==> src/rtl/dtw_job_ctrl.sv <==
// ---------------------------------------------------------------------------
// dtw_job_ctrl
// Job sequencer between the AXI-Lite control/status registers and dtw_core.
// Converts CR start/abort/mode/ref_len into a core reset, a start pulse and
// a latched configuration. It also counts source-FIFO reads, checks the count
// against the expected length, and reports status, an irq and the sample count.
//
// Optional build macro: DTW_STALL_CNT_EN
//   When defined, a sink-full stall counter is built. When undefined,
//   stall_cnt is tied to zero.
//
// Ports
//   s00_axi_aclk     clock
//   s00_axi_aresetn  asynchronous active-low reset
//   cr_start         CR start bit (rising edge launches a job)
//   cr_abort         CR abort bit (rising edge aborts a running job)
//   cr_mode          0 = reference load, 1 = query
//   cr_ref_len       reference length in samples
//   sr_clr           one-cycle pulse, clears done/error in IDLE
//   sr               status word {26'b0, err_code, mode, error, done, busy}
//   irq              one-cycle completion pulse
//   core_rst         active-high reset to dtw_core
//   core_start       one-cycle start pulse to dtw_core
//   core_mode        latched mode
//   core_ref_len     latched ref_len
//   core_running     dtw_core running indication
//   src_fifo_rden    core read strobe on the source FIFO (monitored)
//   src_fifo_empty   source FIFO empty (status only)
//   sink_fifo_wren   core write strobe on the sink FIFO (monitored)
//   sink_fifo_full   sink FIFO full
//   sample_cnt       samples consumed in the current or last job
//   stall_cnt        sink-full stall cycles during RUN
// ---------------------------------------------------------------------------
module dtw_job_ctrl #(
  parameter int unsigned CNT_WIDTH     = 32,
  parameter int unsigned SQG_SIZE      = 250,
  parameter int unsigned RST_CYCLES    = 4,
  parameter int unsigned START_TIMEOUT = 1024
) (
  input  logic                 s00_axi_aclk,
  input  logic                 s00_axi_aresetn,
  input  logic                 cr_start,
  input  logic                 cr_abort,
  input  logic                 cr_mode,
  input  logic [CNT_WIDTH-1:0] cr_ref_len,
  input  logic                 sr_clr,
  output logic [31:0]          sr,
  output logic                 irq,
  output logic                 core_rst,
  output logic                 core_start,
  output logic                 core_mode,
  output logic [CNT_WIDTH-1:0] core_ref_len,
  input  logic                 core_running,
  input  logic                 src_fifo_rden,
  input  logic                 src_fifo_empty,
  input  logic                 sink_fifo_wren,
  input  logic                 sink_fifo_full,
  output logic [CNT_WIDTH-1:0] sample_cnt,
  output logic [31:0]          stall_cnt
);

  localparam int unsigned RC_W = (RST_CYCLES > 1) ? $clog2(RST_CYCLES) : 1;
  localparam int unsigned TO_W = (START_TIMEOUT > 1) ? $clog2(START_TIMEOUT) : 1;

  localparam logic [1:0] ERR_NONE    = 2'd0;
  localparam logic [1:0] ERR_SHORT   = 2'd1;
  localparam logic [1:0] ERR_OVERRUN = 2'd2;
  localparam logic [1:0] ERR_ABORT   = 2'd3;

  typedef enum logic [2:0] {
    S_IDLE,
    S_RST,
    S_START,
    S_WAIT_RUN,
    S_RUN,
    S_DONE,
    S_ABORT
  } state_e;

  state_e               state_q, state_d;
  logic                 start_lvl_q, abort_lvl_q;
  logic                 start_pls_q, abort_pls_q;
  logic [RC_W-1:0]      rst_cnt_q, rst_cnt_d;
  logic [TO_W-1:0]      to_cnt_q, to_cnt_d;
  logic [CNT_WIDTH-1:0] exp_q, exp_d;
  logic                 mode_q, mode_d;
  logic [CNT_WIDTH-1:0] ref_len_q, ref_len_d;
  logic [CNT_WIDTH-1:0] cnt_q, cnt_d;
  logic                 done_q, done_d;
  logic                 error_q, error_d;
  logic [1:0]           code_q, code_d;
  logic                 irq_q, irq_d;
  logic                 busy_q;
  logic                 core_rst_q;
  logic                 core_start_q;

  logic                 bad_len_c;
  logic                 launch_c;
  logic [CNT_WIDTH-1:0] cnt_inc_c;
  logic [CNT_WIDTH-1:0] run_cnt_c;
  logic                 unused_c;

  // A zero-length reference load is rejected without touching the core
  assign bad_len_c = !cr_mode && (cr_ref_len == '0);
  assign launch_c  = (state_q == S_IDLE) && start_pls_q && !bad_len_c;

  // Saturating sample counter increment
  assign cnt_inc_c = (cnt_q == '1) ? cnt_q : cnt_q + CNT_WIDTH'(1);
  assign run_cnt_c = src_fifo_rden ? cnt_inc_c : cnt_q;

  // Next-state and next-register logic
  always_comb begin
    state_d   = state_q;
    rst_cnt_d = rst_cnt_q;
    to_cnt_d  = to_cnt_q;
    exp_d     = exp_q;
    mode_d    = mode_q;
    ref_len_d = ref_len_q;
    cnt_d     = cnt_q;
    done_d    = done_q;
    error_d   = error_q;
    code_d    = code_q;
    irq_d     = 1'b0;

    case (state_q)
      S_IDLE: begin
        if (sr_clr) begin
          done_d  = 1'b0;
          error_d = 1'b0;
          code_d  = ERR_NONE;
        end
        if (start_pls_q) begin
          if (bad_len_c) begin
            done_d  = 1'b0;
            error_d = 1'b1;
            code_d  = ERR_ABORT;
            irq_d   = 1'b1;
          end else begin
            mode_d    = cr_mode;
            ref_len_d = cr_ref_len;
            exp_d     = cr_mode ? CNT_WIDTH'(SQG_SIZE) : cr_ref_len;
            done_d    = 1'b0;
            error_d   = 1'b0;
            code_d    = ERR_NONE;
            cnt_d     = '0;
            rst_cnt_d = '0;
            state_d   = S_RST;
          end
        end
      end

      S_RST: begin
        if (rst_cnt_q == RC_W'(RST_CYCLES - 1)) begin
          state_d = S_START;
        end else begin
          rst_cnt_d = rst_cnt_q + RC_W'(1);
        end
      end

      S_START: begin
        to_cnt_d = '0;
        state_d  = S_WAIT_RUN;
      end

      S_WAIT_RUN: begin
        if (core_running) begin
          state_d = S_RUN;
        end else if (to_cnt_q == TO_W'(START_TIMEOUT - 1)) begin
          code_d    = ERR_ABORT;
          rst_cnt_d = '0;
          state_d   = S_ABORT;
        end else begin
          to_cnt_d = to_cnt_q + TO_W'(1);
        end
      end

      S_RUN: begin
        cnt_d = run_cnt_c;
        // A read beyond the expected length means the core overran its job
        if (src_fifo_rden && (cnt_q == exp_q)) begin
          code_d    = ERR_OVERRUN;
          rst_cnt_d = '0;
          state_d   = S_ABORT;
        end else if (!core_running) begin
          if (run_cnt_c != exp_q) begin
            code_d = ERR_SHORT;
          end
          state_d = S_DONE;
        end
      end

      S_DONE: begin
        if (code_q == ERR_NONE) begin
          done_d = 1'b1;
        end else begin
          error_d = 1'b1;
        end
        irq_d   = 1'b1;
        state_d = S_IDLE;
      end

      S_ABORT: begin
        if (rst_cnt_q == RC_W'(RST_CYCLES - 1)) begin
          error_d = 1'b1;
          if (code_q == ERR_NONE) begin
            code_d = ERR_ABORT;
          end
          irq_d   = 1'b1;
          state_d = S_IDLE;
        end else begin
          rst_cnt_d = rst_cnt_q + RC_W'(1);
        end
      end

      default: begin
        state_d = S_IDLE;
      end
    endcase

    // Host abort overrides any in-flight transition; an abort already in
    // progress is not restarted
    if (abort_pls_q && (state_q != S_IDLE) && (state_q != S_ABORT)) begin
      state_d   = S_ABORT;
      rst_cnt_d = '0;
      done_d    = done_q;
      error_d   = error_q;
      irq_d     = 1'b0;
    end
  end

  // State and output registers
  always_ff @(posedge s00_axi_aclk or negedge s00_axi_aresetn) begin
    if (!s00_axi_aresetn) begin
      state_q      <= S_IDLE;
      start_lvl_q  <= 1'b0;
      abort_lvl_q  <= 1'b0;
      start_pls_q  <= 1'b0;
      abort_pls_q  <= 1'b0;
      rst_cnt_q    <= '0;
      to_cnt_q     <= '0;
      exp_q        <= '0;
      mode_q       <= 1'b0;
      ref_len_q    <= '0;
      cnt_q        <= '0;
      done_q       <= 1'b0;
      error_q      <= 1'b0;
      code_q       <= ERR_NONE;
      irq_q        <= 1'b0;
      busy_q       <= 1'b0;
      core_rst_q   <= 1'b0;
      core_start_q <= 1'b0;
    end else begin
      state_q      <= state_d;
      start_lvl_q  <= cr_start;
      abort_lvl_q  <= cr_abort;
      start_pls_q  <= cr_start & ~start_lvl_q;
      abort_pls_q  <= cr_abort & ~abort_lvl_q;
      rst_cnt_q    <= rst_cnt_d;
      to_cnt_q     <= to_cnt_d;
      exp_q        <= exp_d;
      mode_q       <= mode_d;
      ref_len_q    <= ref_len_d;
      cnt_q        <= cnt_d;
      done_q       <= done_d;
      error_q      <= error_d;
      code_q       <= code_d;
      irq_q        <= irq_d;
      busy_q       <= (state_d != S_IDLE);
      core_rst_q   <= (state_d == S_RST) || (state_d == S_ABORT);
      core_start_q <= (state_d == S_START);
    end
  end

  assign sr           = {26'd0, code_q, mode_q, error_q, done_q, busy_q};
  assign irq          = irq_q;
  assign core_rst     = core_rst_q;
  assign core_start   = core_start_q;
  assign core_mode    = mode_q;
  assign core_ref_len = ref_len_q;
  assign sample_cnt   = cnt_q;

`ifdef DTW_STALL_CNT_EN
  logic [31:0] stall_q, stall_d;

  // Saturating sink-full stall counter, cleared at launch and held after
  always_comb begin
    stall_d = stall_q;
    if (launch_c) begin
      stall_d = '0;
    end else if ((state_q == S_RUN) && sink_fifo_full && (stall_q != '1)) begin
      stall_d = stall_q + 32'd1;
    end
  end

  always_ff @(posedge s00_axi_aclk or negedge s00_axi_aresetn) begin
    if (!s00_axi_aresetn) begin
      stall_q <= '0;
    end else begin
      stall_q <= stall_d;
    end
  end

  assign stall_cnt = stall_q;
  assign unused_c  = ^{src_fifo_empty, sink_fifo_wren};
`else
  assign stall_cnt = '0;
  assign unused_c  = ^{src_fifo_empty, sink_fifo_wren, sink_fifo_full, launch_c};
`endif

endmodule

==> config.mk <==
export PLATFORM = sky130hd
export DESIGN_NAME = dtw_job_ctrl
export DESIGN_NICKNAME = d
export VERILOG_FILES = /design/src/rtl/dtw_job_ctrl.sv
export SDC_FILE = /design/constraint.sdc
export NUM_CORES = 1
export LEC_CHECK = 0
export CORE_MARGIN = 5
export CORE_UTILIZATION = 55
export DETAILED_ROUTE_END_ITERATION = 10
export MAX_ROUTING_LAYER = met4
export PLACE_DENSITY = 0.95
export REMOVE_ABC_BUFFERS = 1
export SLEW_MARGIN = 20
export SYNTH_ARGS = -nofsm -noshare
export SYNTH_HDL_FRONTEND = slang
export SYNTH_SLANG_ARGS = --single-unit
==> constraint.sdc <==
create_clock -name s00_axi_aclk -period 6.2 [get_ports s00_axi_aclk]
set_clock_uncertainty 0.2 [all_clocks]
set_input_delay 1.24 -clock s00_axi_aclk [delete_from_list [all_inputs] [get_ports s00_axi_aclk]]
set_output_delay 1.24 -clock s00_axi_aclk [all_outputs]
set_load 0.01 [all_outputs]
==> results_dict.tcl <==
set metrics [dict create \
    status "complete, no violations" \
    cts_hold_buf 0 \
    antenna-diode-count 0 \
    io_buffer_count 113 \
    tightest_slew_ns 1.04 \
    max_clock_freq_mhz 191 \
    grt.total_usage_pct 28.7 \
    fill_cells 1034 \
    hold_end "start_pls_q" \
    hold_viol 0 \
    start_kind "primary input" \
    r2r-start "sample_cnt[19]" \
    syn2layout_area_growth_pct 21.0 \
    drt_iter0_drc 636 \
    regArea_mm2 0.00310 \
    cts.sinks 124 \
    die_x_um 126 \
    drc 0 \
    drive_above_1_share_pct 5.48 \
    p_leak_uw 0.00399 \
    synth_edf_count 0 \
    syn_inst 885 \
    synth.top_cell.area_share_pct 41.6 \
    ys_ff_latch 124 \
    path_clk_slew_ns 0.06 \
    synth.distinct_cells 64 \
    wl_per_cell_um 19.1 \
    finalCritPeriodShare_pct 84.6 \
    asyncSetResetFlopFracSynth_pct 100 \
    r2r_cells 9 \
    finalWeightedCongestion 0.979 \
    initial_core_util_pct 56.1 \
    finalSetupViolCount 0 \
    grt-ovfl-total 0 \
    slew_headroom_pct 30.4 \
    boundaryPins 175 \
    post-cts-setup-buffer-count 0 \
    ys.flop_type "dfrtp_1" \
    die_area_mm2 0.0160 \
    num_vias 6674 \
    synth_area_per_cell_um2 8.43 \
    cts_tree "built" \
    hp-start "start_lvl_q" \
    coreArea_mm2 0.0133 \
    critPathRequiredTime_ns 6.29 \
    grt_pass1_wl_um 35300 \
    mostFrequentLayoutCell "nand2_1" \
    ant_nets 0 \
    yosysSeqAreaShare_pct 41.6 \
    dr.pass1.iters 8 \
    routed_wirelength_um 22100 \
    multi_input_area_mm2 0.00390 \
    fin_tns_setup_ns 0 \
    syn_area_mm2 0.00746 \
    cellPowerDensity_mw_per_mm2 410 \
    worstPathMaxFanout 33 \
    finalInstanceArea_mm2 0.00903 \
    htreeDepth 4 \
    cts_buffer_depth 2 \
    whs_ns 0.191 \
    place_inst 1130 \
    ctsResizeCount 0 \
    hp-class "flop to flop" \
    cpPeakStageDelay_ns 1.02 \
    peakVddDrop_v 0.000295 \
    reg2reg_to "code_q[1]" \
    fin_cells 1162 \
    worstPathArrival_ns 5.34 \
    drv_slew 0 \
    fin_nets 1019 \
    endpoint_kind "flop" \
    cap_viol_max_count 0 \
    viasPerCell 5.74 \
    synthTopCellsByArea "dfrtp_1 (42%), nand2_1 (9.6%), buf_4 (6.3%), xor2_1 (5.8%), o21ai_0 (4.8%)" \
    r2r_slack_ns 2.07 \
    root_buffer "clkbuf_16" \
    post_dp_cell_area_mm2 0.00842 \
    period_needed_ns 5.25 \
    yosysWarnings 0 \
    layout_common_cells "nand2_1 (190), dfrtp_1 (124), clkdlybuf4s50_1 (112)" \
    numCtsBuffers 17 \
    clk_latency_ns 0.43 \
    placementRows 42 \
    die_y_um 126 \
    cpMaxStageDelayCell "a311oi_1" \
    hold_depth 1 \
    antenna_found_initial 0 \
    crit_chain "clkdlybuf4s50_1 -> nor4_1 -> nand4_1 -> o311ai_2 -> clkinv_1 -> a311oi_1 -> o31ai_1 -> a221o_1" \
    critPathKind "primary input to flop" \
    synth_area_leader_cell "dfrtp_1" \
    grt_pass1_vias 6550 \
    rsz0062_at_grt "no" \
    dpl.hpwl_um 16000 \
    grt_max_degree 111 \
]
power breakdown:
| group | switching [uW] | internal (uW) |
|---|---|---|
| Combinational | 758 | 613 |
| Clock | 411 | 607 |
| Sequential | 251 | 1070 |
| Total | 1420 | 2290 |
kinds of logic (layout without fill, tap and decap cells):
family / after synthesis / after routing / synth area share [%]
flops: 124 / 124 / 41.6
mux: 14 / 14 / 1.98
compound gates: 146 / 146 / 12.3
fa+ha+maj: 3 / 3 / 0.503
xor+xnor: 64 / 64 / 7.52
simple gates: 419 / 419 / 27.0
buf+inv: 114 / 158 / 9.03
other cells: 1 / 58 / 0.0503
how the worst max path moves through the flow:
stage	from	end	slack, ns	depth (start not counted)
finish	cr_ref_len[25]	rst_cnt_q[1]	0.95	8
global route	cr_ref_len[25]	rst_cnt_q[1]	0.68	8
CTS	cr_ref_len[25]	rst_cnt_q[1]	1.42	8
detailed placement	cr_ref_len[25]	rst_cnt_q[1]	1.13	8
global placement	src_fifo_rden	code_q[1]	1.18	10
floorplan	cr_ref_len[5]	rst_cnt_q[1]	-9.63	7
state kept, by name, indices dropped and copies added (netlist names), 2 cells and up:
name	count
core_ref_len	32
sample_cnt	32
exp_q	32
code_q	2
rst_cnt_q	2
to_cnt_q	10
state_q	3
per-layer routing:
metal	vias up	part of all wire (%)	global-route usage, %
li1	3118	-	-
met1	3208	42	37.8
met2	314	48	44.5
met3	34	8.2	6.81
met4	0	1.9	8.45
met5	-	0	-
Yosys cell counts, types with 2 or more instances:
| master | number |
|---|---|
| and2_1 | 12 |
| o211ai_1 | 3 |
| nand4_1 | 18 |
| a21oi_1 | 14 |
| a2bb2oi_1 | 2 |
| nand3_1 | 32 |
| or3_1 | 10 |
| o2111ai_1 | 2 |
| nor2b_1 | 8 |
| xor2_1 | 49 |
| a21o_1 | 3 |
| and4_1 | 6 |
| nor2_1 | 56 |
| nand2_1 | 190 |
| mux2_2 | 5 |
| dfrtp_1 | 124 |
| clkbuf_1 | 36 |
| o311ai_0 | 2 |
| nor4_1 | 21 |
| nand4b_1 | 2 |
| a31oi_1 | 9 |
| mux2i_1 | 8 |
| a221oi_1 | 2 |
| nor3_1 | 17 |
| o21bai_1 | 2 |
| a311o_1 | 2 |
| o41ai_1 | 3 |
| inv_1 | 7 |
| xnor2_1 | 15 |
| o31ai_1 | 15 |
| ha_1 | 3 |
| buf_2 | 6 |
| a211oi_1 | 2 |
| and3_1 | 4 |
| nand2b_1 | 31 |
| buf_4 | 63 |
| or4_1 | 3 |
| o21ai_0 | 72 |
worst max-delay path, delay by kind of cell:
family / cells / cell delay [ns]
AOI/OAI and AO/OA: 4 / 1.96
buffers and inverters: 2 / 1.35
and+or+nand+nor: 2 / 0.80
layout make-up:
type,instances,area share [%]
Clock inverter,15,1.97
Tap cell,176,2.44
Timing Repair Buffer,118,12.9
Inverter,8,0.333
Sequential cell,124,34.4
Multi-Input combinational cell,704,43.2
Clock buffer,17,4.71
per-stage QoR:
stage	util [%]	setup WS, ns	total power, uW
CTS	67.9	1.42	3700
floorplan	-	-9.63	2050
global placement	63.4	1.18	2620
global route	67.9	0.684	3920
detailed placement	63.4	1.13	2660
finish	67.9	0.955	3710
Power figures use the tool's default switching activity.
